<file path="src/rtl/ls_pkg.sv">
// Shared encodings for the '161/'191 counter family.
// Direction and active-low control levels, plus the per-bit terminal test.
package ls_pkg;

  localparam logic DIR_UP     = 1'b0;
  localparam logic DIR_DOWN   = 1'b1;
  localparam logic ASSERT_N   = 1'b0;
  localparam logic DEASSERT_N = 1'b1;

  // A bit is "at terminal" when it is 1 counting up or 0 counting down.
  function automatic logic tc_bit(
    input logic q,
    input logic dun
  );
    return (dun == DIR_DOWN) ? ~q : q;
  endfunction

endpackage

</file>
<file path="src/rtl/ls191_updown_counter_bit.sv">
// One toggle cell of the '191 counter.
// Load has priority over toggle; clear is asynchronous.
import ls_pkg::*;

module ls191_bit (
  input  logic i_clk,
  input  logic i_clr_n,
  input  logic i_ld_n,
  input  logic i_d,
  input  logic i_t,
  output logic o_q
);

  logic r_q;

  always_ff @(posedge i_clk or negedge i_clr_n) begin
    if (!i_clr_n) begin
      r_q <= 1'b0;
    end else if (i_ld_n == ASSERT_N) begin
      r_q <= i_d;
    end else if (i_t) begin
      r_q <= ~r_q;
    end
  end

  assign o_q = r_q;

endmodule

</file>
<file path="src/rtl/ls191_updown_counter.sv">
// 74LS191-style presettable up/down counter.
// Built from per-bit toggle cells and a ripple toggle-enable chain.
import ls_pkg::*;

module ls191_updown_counter #(
  parameter int WIDTH = 4
) (
  input  logic             CLK,
  input  logic             CLRn,
  input  logic             LDn,
  input  logic             CTENn,
  input  logic             DUn,
  input  logic [WIDTH-1:0] D,
  output logic [WIDTH-1:0] Q,
  output logic             MAXMIN,
  output logic             RCOn
);

  logic [WIDTH-1:0] w_t;
  logic [WIDTH-1:0] w_lvl;
  logic             w_en;

  assign w_en   = (CTENn == ASSERT_N);
  assign w_t[0] = w_en;

  genvar i;
  generate
    for (i = 0; i < WIDTH; i++) begin : g_bit
      assign w_lvl[i] = tc_bit(Q[i], DUn);

      // Bit i toggles once every lower bit sits at its terminal level.
      if (i > 0) begin : g_chain
        assign w_t[i] = w_t[i-1] & w_lvl[i-1];
      end

      ls191_bit u_bit (
        .i_clk  (CLK),
        .i_clr_n(CLRn),
        .i_ld_n (LDn),
        .i_d    (D[i]),
        .i_t    (w_t[i]),
        .o_q    (Q[i])
      );
    end
  endgenerate

  assign MAXMIN = &w_lvl;
  assign RCOn   = ~(MAXMIN & w_en);

endmodule
</file>
<file path="config.mk">
export PLATFORM = sky130hd
export DESIGN_NAME = ls191_updown_counter
export DESIGN_NICKNAME = d
export VERILOG_FILES = /design/src/rtl/ls_pkg.sv /design/src/rtl/ls191_updown_counter_bit.sv /design/src/rtl/ls191_updown_counter.sv
export SDC_FILE = /design/constraint.sdc
export NUM_CORES = 1
export LEC_CHECK = 0
export BUFFER_PORTS_ARGS = -buffer_cell sky130_fd_sc_hd__buf_2
export CELL_PAD_IN_SITES_DETAIL_PLACEMENT = 1
export CELL_PAD_IN_SITES_GLOBAL_PLACEMENT = 2
export CORE_AREA = 2 2 39 41
export DETAILED_ROUTE_END_ITERATION = 10
export DIE_AREA = 0 0 41 43
export GPL_TIMING_DRIVEN = 0
export PLACE_DENSITY = 0.77
export SYNTH_ARGS = -nofsm -noshare
export SYNTH_HDL_FRONTEND = slang
export SYNTH_HIERARCHICAL = 1
export SYNTH_SLANG_ARGS = --single-unit
export TNS_END_PERCENT = 5
</file>
<file path="constraint.sdc">
create_clock -name CLK -period 2.6 [get_ports CLK]
set_input_delay 0.52 -clock CLK [delete_from_list [all_inputs] [get_ports CLK]]
set_output_delay 0.52 -clock CLK [all_outputs]
set_load 0.005 [all_outputs]
</file>
==> results of run 1 <==
[how the worst max path moves through the flow]
stage                                   start    to  slack (ps)  cells past startpoint
3_5_place_dp                              DUn  RCOn         670                      4
4_1_cts        g_bit[1].u_bit/o_q$_DFFE_PN0P_  RCOn         540                      3
3_3_place_gp                              DUn  RCOn         670                      4
6_report       g_bit[1].u_bit/o_q$_DFFE_PN0P_  RCOn         560                      3
2_1_floorplan  g_bit[1].u_bit/o_q$_DFFE_PN0P_  RCOn         930                      2
5_1_grt        g_bit[1].u_bit/o_q$_DFFE_PN0P_  RCOn         510                      3
[cell usage in the layout, fill, tap and decap left out]
cell and instances:
buf_2 14, a21oi_1 6, xnor2_1 5, nor2_1 5, dfrtp_1 4, clkbuf_4 3, inv_1 1, nand3b_1 1
or3b_2 1, or4b_4 1, nand4b_1 1, mux2i_1 1, nand2b_1 1, or2_2 1, o22a_1 1
[final cells by class]
cell class	instances	area [µm²]
clock buffer	3	22.5
tap	16	20.0
multi-input combinational	24	163
timing repair buffer	14	70.1
sequential	4	100
fill	168	1000
inverter	1	3.75
[stage by stage]
| step | hold slack [ps] | power [mW] |
|---|---|---|
| final | 85.6 | 0.214 |
| after global routing | 78.2 | 0.233 |
| after CTS | 77.6 | 0.221 |
| after detailed placement | 330 | 0.141 |
| after global placement | 327 | 0.140 |
| after floorplan | 224 | 0.115 |
[worst max-delay path, stage by stage (launching register included)]
cell     delay [ps]
dfrtp_1         430
or4b_4          570
o22a_1          170
buf_2           120
[per-layer routing]
layer	vias to the layer above	share of wire, %	global-route usage (%)	wire, µm
li1	136	-	-	-
met1	112	46	10.7	285
met2	13	42	10.9	261
met3	0	11	4.71	71
met4	0	0	8.00	0
met5	-	0	0	0
[power by group through the flow]
stage	logic [mW]	registers (mW)	clock network, mW
2_1_floorplan	0.0307	0.0843	0
3_3_place_gp	0.0546	0.0851	0
3_5_place_dp	0.0554	0.0858	0
4_1_cts	0.0559	0.0850	0.0796
5_1_grt	0.0631	0.0869	0.0832
6_report	0.0546	0.0848	0.0747
[cells by family after synthesis]
logic type / count (synthesis)
multiplexers: 1
flip-flops: 4
XOR/XNOR: 5
AO/OA/AOI/OAI: 7
buffers and inverters: 1
AND/OR/NAND/NOR: 11
==> reports/qor.csv, run 1 <==
metric,value,unit
finClkSkew,0.304,ps
diodes,0,
syn_nets,38,
yosysMostFrequentCell,a21oi_1,
fin_util,27.4,%
fmax,490,MHz
io_buffers,14,
grtUsageTotal,8.97,%
yosysUniqueCellTypes,13,
antenna_found_initial,0,
cellLeakagePower,0.167,nW
synth_xor_area_share,16.4,%
r2r_cells,4,
slew_viol_final,0,
start_util,19.3,%
async_flop_share,100,%
largest_reg_flops,4,
synth_top_family_by_area,simple AND/OR/NAND/NOR gates,
area_growth,42.3,%
reg2reg_to,g_bit[3].u_bit/o_q$_DFFE_PN0P_,
drc,0,
routed_via_density,4.21,
setup_viol,0,
yosys_warnings,6,
pin_count,15,
netSwitchingPower,0.0599,mW
post-place-cells,59,
cts_sinks,4,
synthesis.area,267,µm²
cts_tree,yes,
syn_inst,29,
tightest_slew,239,ps
fin_cells,62,
ys_top_cells_by_area,"dfrtp_1, xnor2_1, a21oi_1",
dr.pass1.iters,3,
overflow,0,
power.share.clock,34.9,%
p_per_area,565,nW/µm²
p_int,0.154,mW
grt_setup_unrepaired,false,
r2r_slack,1100,ps
hpwlAfterDp,500,µm
yosys.area.top_type,dfrtp_1,
clk_pin_slew,40,ps
die_w,41,µm
hold_class,input port to asynchronous set/reset pin,
reg2reg_from,g_bit[1].u_bit/o_q$_DFFE_PN0P_,
stdcell_area,379,µm²
start_kind,flip-flop,
comb_power_share,25.5,%
ys.flop_type,dfrtp_1,
switching_share,28.0,%
holdBufCountCts,0,
cts_root_buf,clkbuf_4,
seq_area_frac_synth,37.6,%
post_cts.resized_instances,0,
numCtsBuffers,3,
cts-htree-levels,1,
placed_area,357,µm²
cts_setup_buffers,0,
slew_headroom,84.0,%
drive_above_1_share,43.5,%
layout_setup_ws,557,ps
grt_pass1_vias,255,
fin_crit,2040,ps
status,finished clean,
synth_compound_area_share,14.6,%
grt_max_degree,9,
worstPathRequired,2080,ps
cp_data_arrival_time,1520,ps
clk_latency,230,ps
pre_cts_ws,672,ps
hold_violations,0,
period_share,78.6,%
drt-initial-drc-count,2,
synth.mux.area_fraction,3.76,%
vias,261,
synth_simple_gate_area_share,26.3,%
ys_ff_latch,4,
synth_edf_count,0,
cts.path.max_buffers,2,
peakVddDrop,0.178,mV
seqPwrFrac,39.6,%
antenna_left,0,
synth_area_per_cell,9.19,µm²
coreArea,1380,µm²
chipHeight,43,µm
gp_congestion,0.613,
cap_viol_max_count,0,
end_kind,output pin,
row_count,14,
crit_type,flip-flop to output pin,
die_area,1760,µm²
grt_pass1_wl,1.01,mm
tns,0,ps
synth-adder-area-share,0,%
wl_per_cell,9.97,µm
synth.top_cell.area_share,37.6,%
fin_nets,57,
synth.cells.most_frequent,"a21oi_1, nor2_1, xnor2_1, dfrtp_1",
wl,618,µm
cp_max_fo,6,
Power figures use the tool's default switching activity.
==> inputs of run 2 (changes only) <==
--- a/config.mk
+++ b/config.mk
@@ -8,9 +8,9 @@
 export BUFFER_PORTS_ARGS = -buffer_cell sky130_fd_sc_hd__buf_2
 export CELL_PAD_IN_SITES_DETAIL_PLACEMENT = 1
 export CELL_PAD_IN_SITES_GLOBAL_PLACEMENT = 2
-export CORE_AREA = 2 2 39 41
+export CORE_MARGIN = 2
+export CORE_UTILIZATION = 20
 export DETAILED_ROUTE_END_ITERATION = 10
-export DIE_AREA = 0 0 41 43
 export GPL_TIMING_DRIVEN = 0
 export PLACE_DENSITY = 0.77
 export SYNTH_ARGS = -nofsm -noshare
==> constraint.sdc (replaced) <==
create_clock -name CLK -period 2.1 [get_ports CLK]
set_input_delay 0.42 -clock CLK [delete_from_list [all_inputs] [get_ports CLK]]
set_output_delay 0.42 -clock CLK [all_outputs]
set_load 0.005 [all_outputs]
==> run 2 against run 1 <==
  * Utilization is 3.2 points higher
  * Largest power group unchanged
  * Global-route usage is 0.13 points higher
  * Sequential power is 24% higher
  * Clock-buffer cell count stayed put
  * Cell count stayed put
  * Flip-flop and latch count stayed put
  * Hold slack better by 350 ps
  * Die area is 6.9% lower
  * Highest routed layer unchanged
  * First-iteration DRC count is 50% lower
  * Clock skew is 1.6 ps higher
  * Non-clock buffer count is 1 higher
  * Critical path depth stayed put
==> reports/qor.csv, run 2 (synthesis gave the netlist of run 1 again) <==
metric,value,unit,change
grt_most_used_layer,met1,,was met2
grt_max_degree,9,,unchanged
grtUsageTotal,9.10,%,was 8.97%
start_util,21.0,%,was 19.3%
p_per_area,690,nW/µm²,was 565 nW/µm²
antenna_found_initial,0,,unchanged
largest_reg_flops,4,,unchanged
drt-initial-drc-count,1,,was 2
grt_util_met1,13.2,%,was 10.7%
hold_violations,0,,unchanged
seq_area,100,µm²,unchanged
start_kind,flip-flop,,unchanged
setup_viol,0,,unchanged
tightest_slew,241,ps,was 239 ps
grtUsageMet2,11.1,%,was 10.9%
crit_type,flip-flop to output pin,,unchanged
fillers,151,,was 168
path_delay_family,simple AND/OR/NAND/NOR gates,,unchanged
cts-htree-levels,1,,unchanged
area_growth,45.5,%,was 42.3%
grt_use_met3,1.67,%,was 4.71%
stdcell_area,388,µm²,was 379 µm²
gp_congestion,0.582,,was 0.613
cts.path.max_buffers,2,,unchanged
peakVddDrop,0.234,mV,was 0.178 mV
fin_util,30.6,%,was 27.4%
numCtsBuffers,3,,unchanged
worstPathRequired,1680,ps,was 2080 ps
cts_setup_buffers,0,,unchanged
drc,0,,unchanged
post_cts.resized_instances,0,,unchanged
dr.pass1.iters,4,,was 3
die_w,40.5,µm,was 41 µm
clk_pin_slew,40,ps,about the same
critPathMaxStageDelay,570,ps,about the same
grt_pass1_vias,224,,was 255
row_count,13,,was 14
multi_input_area,163,µm²,unchanged
wl,613,µm,was 618 µm
drive_above_1_share,42.6,%,was 43.5%
tns,0,ps,unchanged
antenna_left,0,,unchanged
cts_tree,yes,,unchanged
fin_nets,58,,was 57
mostFrequentLayoutCells,"buf_2, a21oi_1, xnor2_1, nor2_1, dfrtp_1",,unchanged
layout_commonest_cell,buf_2,,unchanged
slew_viol_final,0,,unchanged
coreArea,1270,µm²,was 1380 µm²
fmax,514,MHz,
holdBufCountCts,1,,was 0
end_kind,output pin,,unchanged
overflow,0,,unchanged
cellLeakagePower,0.171,nW,was 0.167 nW
pre_cts_ws,370,ps,was 672 ps
fin_crit,1950,ps,
finClkSkew,1.91,ps,was 0.304 ps
slowest_stage,or4b_4,,unchanged
cts_root_buf,clkbuf_4,,unchanged
cts_sinks,4,,unchanged
cap_viol_max_count,0,,unchanged
crit_chain,or4b_4 -> o22a_1 -> buf_2,,unchanged
cp_max_fo,6,,unchanged
layout_setup_ws,153,ps,was 557 ps
placed_area,355,µm²,was 357 µm²
clk_latency,230,ps,about the same
io_buffers,14,,unchanged
fin_total_pwr,0.268,mW,was 0.214 mW
chipHeight,40.5,µm,was 43 µm
vias,269,,was 261
routed_via_density,4.34,,was 4.21
pin_count,15,,unchanged
slew_headroom,83.9,%,was 84.0%
path_buf_inv,1,,unchanged
status,finished clean,,unchanged
die_area,1640,µm²,was 1760 µm²
wl_per_cell,9.89,µm,was 9.97 µm
grt_pass1_wl,959,µm,was 1.01 mm
hold_class,input port to flip-flop,,was input port to asynchronous set/reset pin
grt_setup_unrepaired,false,,unchanged
diodes,0,,unchanged
period_share,92.7,%,
cp_data_arrival_time,1530,ps,was 1520 ps
run 2: report_power, final:
group | leakage, nW | internal [mW] | switching, mW
Combinational | 0.113 | 0.0403 | 0.0284
Sequential | 0.0449 | 0.0880 | 0.0172
Clock | 0.0138 | 0.0638 | 0.0299
Total | 0.171 | 0.192 | 0.0755
run 2: metal layers:
metal	share of wire, %	wire [µm]	up-vias
met4	0	0	0
met1	47	291	120
met2	44	271	11
met5	0	0	-
met3	8.2	50	0
li1	-	-	138
run 2: worst min-delay path, cell delays in order:
cell and delay [ps]:
buf_2 70, nor2_1 30, a21oi_1 90
run 2: layout make-up:
cell class / count / area share, %
repair buffers: 15 / 20.6
clock buffers: 3 / 5.81
well taps: 15 / 4.84
inverters: 1 / 0.968
flip-flops and latches: 4 / 25.8
multi-input cells: 24 / 41.9
run 2: path summary, 6_finish.rpt:
check / startpoint / end / slack, ps / cells after the start
worst max-delay path: g_bit[1].u_bit/o_q$_DFFE_PN0P_ / RCOn / 150 / 3
worst min-delay path: D[3] / g_bit[3].u_bit/o_q$_DFFE_PN0P_ / 430 / 3
worst max register to register: g_bit[1].u_bit/o_q$_DFFE_PN0P_ / g_bit[3].u_bit/o_q$_DFFE_PN0P_ / 570 / 4
worst min register to register: g_bit[2].u_bit/o_q$_DFFE_PN0P_ / g_bit[2].u_bit/o_q$_DFFE_PN0P_ / 640 / 2
max in group asynchronous: CLRn / g_bit[3].u_bit/o_q$_DFFE_PN0P_ / 1450 / 2
min in group asynchronous: CLRn / g_bit[0].u_bit/o_q$_DFFE_PN0P_ / 530 / 2
run 2: metrics by stage:
stage,instances,hold slack (ps)
after global placement,58,229
final,62,431
after floorplan,29,124
after CTS,62,426
after detailed placement,58,230
after global routing,62,456
==> inputs of run 3 (changes only) <==
--- a/config.mk
+++ b/config.mk
@@ -12,7 +12,7 @@
 export CORE_UTILIZATION = 20
 export DETAILED_ROUTE_END_ITERATION = 10
 export GPL_TIMING_DRIVEN = 0
-export PLACE_DENSITY = 0.77
+export PLACE_DENSITY_LB_ADDON = 0.1
 export SYNTH_ARGS = -nofsm -noshare
 export SYNTH_HDL_FRONTEND = slang
 export SYNTH_HIERARCHICAL = 1
==> run 3 against run 2 <==
  * Die area is the same
  * Flip-flop and latch count is the same
  * Via count shrank 3.7%
  * Non-clock buffer count is the same
  * First-iteration DRC count is the same
  * Register-to-register slack gained 40 ps
  * Cell area is the same
  * Critical endpoint unchanged
  * Largest cell class unchanged
  * Largest power group unchanged
==> reports/qor.csv, run 3 (synthesis gave the netlist of run 1 again) <==
metric,value,unit,change
clk_latency,230,ps,about the same
area_growth,45.5,%,unchanged
holdBufCountCts,1,,unchanged
slowest_stage,or4b_4,,unchanged
r2r_cells,4,,unchanged
antenna_found_initial,0,,unchanged
status,finished clean,,unchanged
path_delay_family,simple AND/OR/NAND/NOR gates,,unchanged
crit_chain,or4b_4 -> o22a_1 -> buf_2,,unchanged
critPathMaxStageDelay,570,ps,about the same
largest_reg_flops,4,,unchanged
numCtsBuffers,3,,unchanged
post_cts.resized_instances,0,,unchanged
cts.path.max_buffers,2,,unchanged
wl,623,µm,was 613 µm
tightest_slew,237,ps,was 241 ps
start_kind,flip-flop,,unchanged
endpoint,RCOn,,unchanged
drive_above_1_share,42.6,%,unchanged
cts_tree,yes,,unchanged
slew_viol_final,0,,unchanged
cts_sinks,4,,unchanged
diodes,0,,unchanged
cellLeakagePower,0.171,nW,unchanged
fillers,169,,was 151
gp_congestion,0.609,,was 0.582
period_share,91.7,%,was 92.7%
cp_data_arrival_time,1510,ps,was 1530 ps
reg2reg_from,g_bit[1].u_bit/o_q$_DFFE_PN0P_,,unchanged
grt_max_degree,9,,unchanged
critical_path_depth,3,,unchanged
wl_per_cell,10.0,µm,was 9.89 µm
pin_count,15,,unchanged
grt_pass1_wl,1.01,mm,was 959 µm
end_kind,output pin,,unchanged
grt_setup_unrepaired,false,,unchanged
die_area,1640,µm²,unchanged
cts-htree-levels,1,,unchanged
die_w,40.5,µm,unchanged
fin_nets,58,,unchanged
p_per_area,687,nW/µm²,was 690 nW/µm²
crit_type,flip-flop to output pin,,unchanged
setup_viol,0,,unchanged
antenna_left,0,,unchanged
startpoint,g_bit[1].u_bit/o_q$_DFFE_PN0P_,,unchanged
cts_root_buf,clkbuf_4,,unchanged
dr.pass1.iters,4,,unchanged
hold_violations,0,,unchanged
grtUsageTotal,10.1,%,was 9.10%
slew_headroom,84.2,%,was 83.9%
start_util,21.0,%,unchanged
layout_commonest_cell,buf_2,,unchanged
vias,259,,was 269
cap_viol_max_count,0,,unchanged
r2r_slack,610,ps,was 570 ps
drt-initial-drc-count,1,,unchanged
finClkSkew,2.12,ps,was 1.91 ps
fin_crit,1930,ps,was 1950 ps
cp_max_fo,6,,unchanged
tns,0,ps,unchanged
fmax,519,MHz,was 514 MHz
grt_pass1_vias,235,,was 224
cts_setup_buffers,0,,unchanged
worstPathRequired,1680,ps,about the same
routed_via_density,4.18,,was 4.34
chipHeight,40.5,µm,unchanged
hpwlAfterDp,511,µm,
hold_class,input port to flip-flop,,unchanged
fin_util,30.6,%,unchanged
io_buffers,14,,unchanged
mostFrequentLayoutCells,"buf_2, a21oi_1, xnor2_1, nor2_1, dfrtp_1",,unchanged
row_count,13,,unchanged
reg2reg_to,g_bit[3].u_bit/o_q$_DFFE_PN0P_,,unchanged
path_buf_inv,1,,unchanged
peakVddDrop,0.250,mV,was 0.234 mV
drc,0,,unchanged
holdPathStages,3,,unchanged
clk_pin_slew,40,ps,about the same
coreArea,1270,µm²,unchanged
overflow,0,,unchanged
[run 3: worst min-delay path by stage]
stage | to | from | slack (ps)
final | g_bit[3].u_bit/o_q$_DFFE_PN0P_ | D[3] | 430
after global routing | g_bit[3].u_bit/o_q$_DFFE_PN0P_ | D[3] | 430
after CTS | g_bit[3].u_bit/o_q$_DFFE_PN0P_ | D[3] | 420
after detailed placement | g_bit[0].u_bit/o_q$_DFFE_PN0P_ | CLRn | 230
after global placement | g_bit[0].u_bit/o_q$_DFFE_PN0P_ | CLRn | 230
after floorplan | g_bit[0].u_bit/o_q$_DFFE_PN0P_ | CLRn | 120
[run 3: power by group]
| part | switching, mW | total (mW) | internal (mW) |
|---|---|---|---|
| logic | 0.0289 | 0.0692 | 0.0404 |
| registers | 0.0165 | 0.105 | 0.0881 |
| clock network | 0.0290 | 0.0927 | 0.0638 |
[run 3: per-layer routing]
layer  wire [µm]  global-route usage, %  part of all wire [%]
met5           0                      0                     0
met4           7                   10.0                   1.1
met3          75                   3.89                    12
met2         266                   13.5                    43
met1         274                   11.7                    44
[run 3: layout make-up]
class	instances	area, µm²	share of cell area (%)
inverters	1	3.75	0.968
flip-flops and latches	4	100	25.8
clock buffers	3	22.5	5.81
multi-input cells	24	163	41.9
repair buffers	15	80.1	20.6
well taps	15	18.8	4.84
[run 3: worst register-to-register path, stage by stage, from the launching register on]
cell	delay, ps
dfrtp_1	420
or4b_4	570
a21oi_1	170
xnor2_1	140
a21oi_1	80
[run 3: metrics by stage]
stage	instances	hold WS, ps	total power [mW]	worst slack [ps]	area (µm²)
final	62	429	0.267	175	388
after global routing	62	433	0.292	99.5	388
after CTS	62	423	0.275	159	388
after detailed placement	58	229	0.175	383	355
after global placement	58	228	0.172	386	355
after floorplan	29	124	0.142	534	267
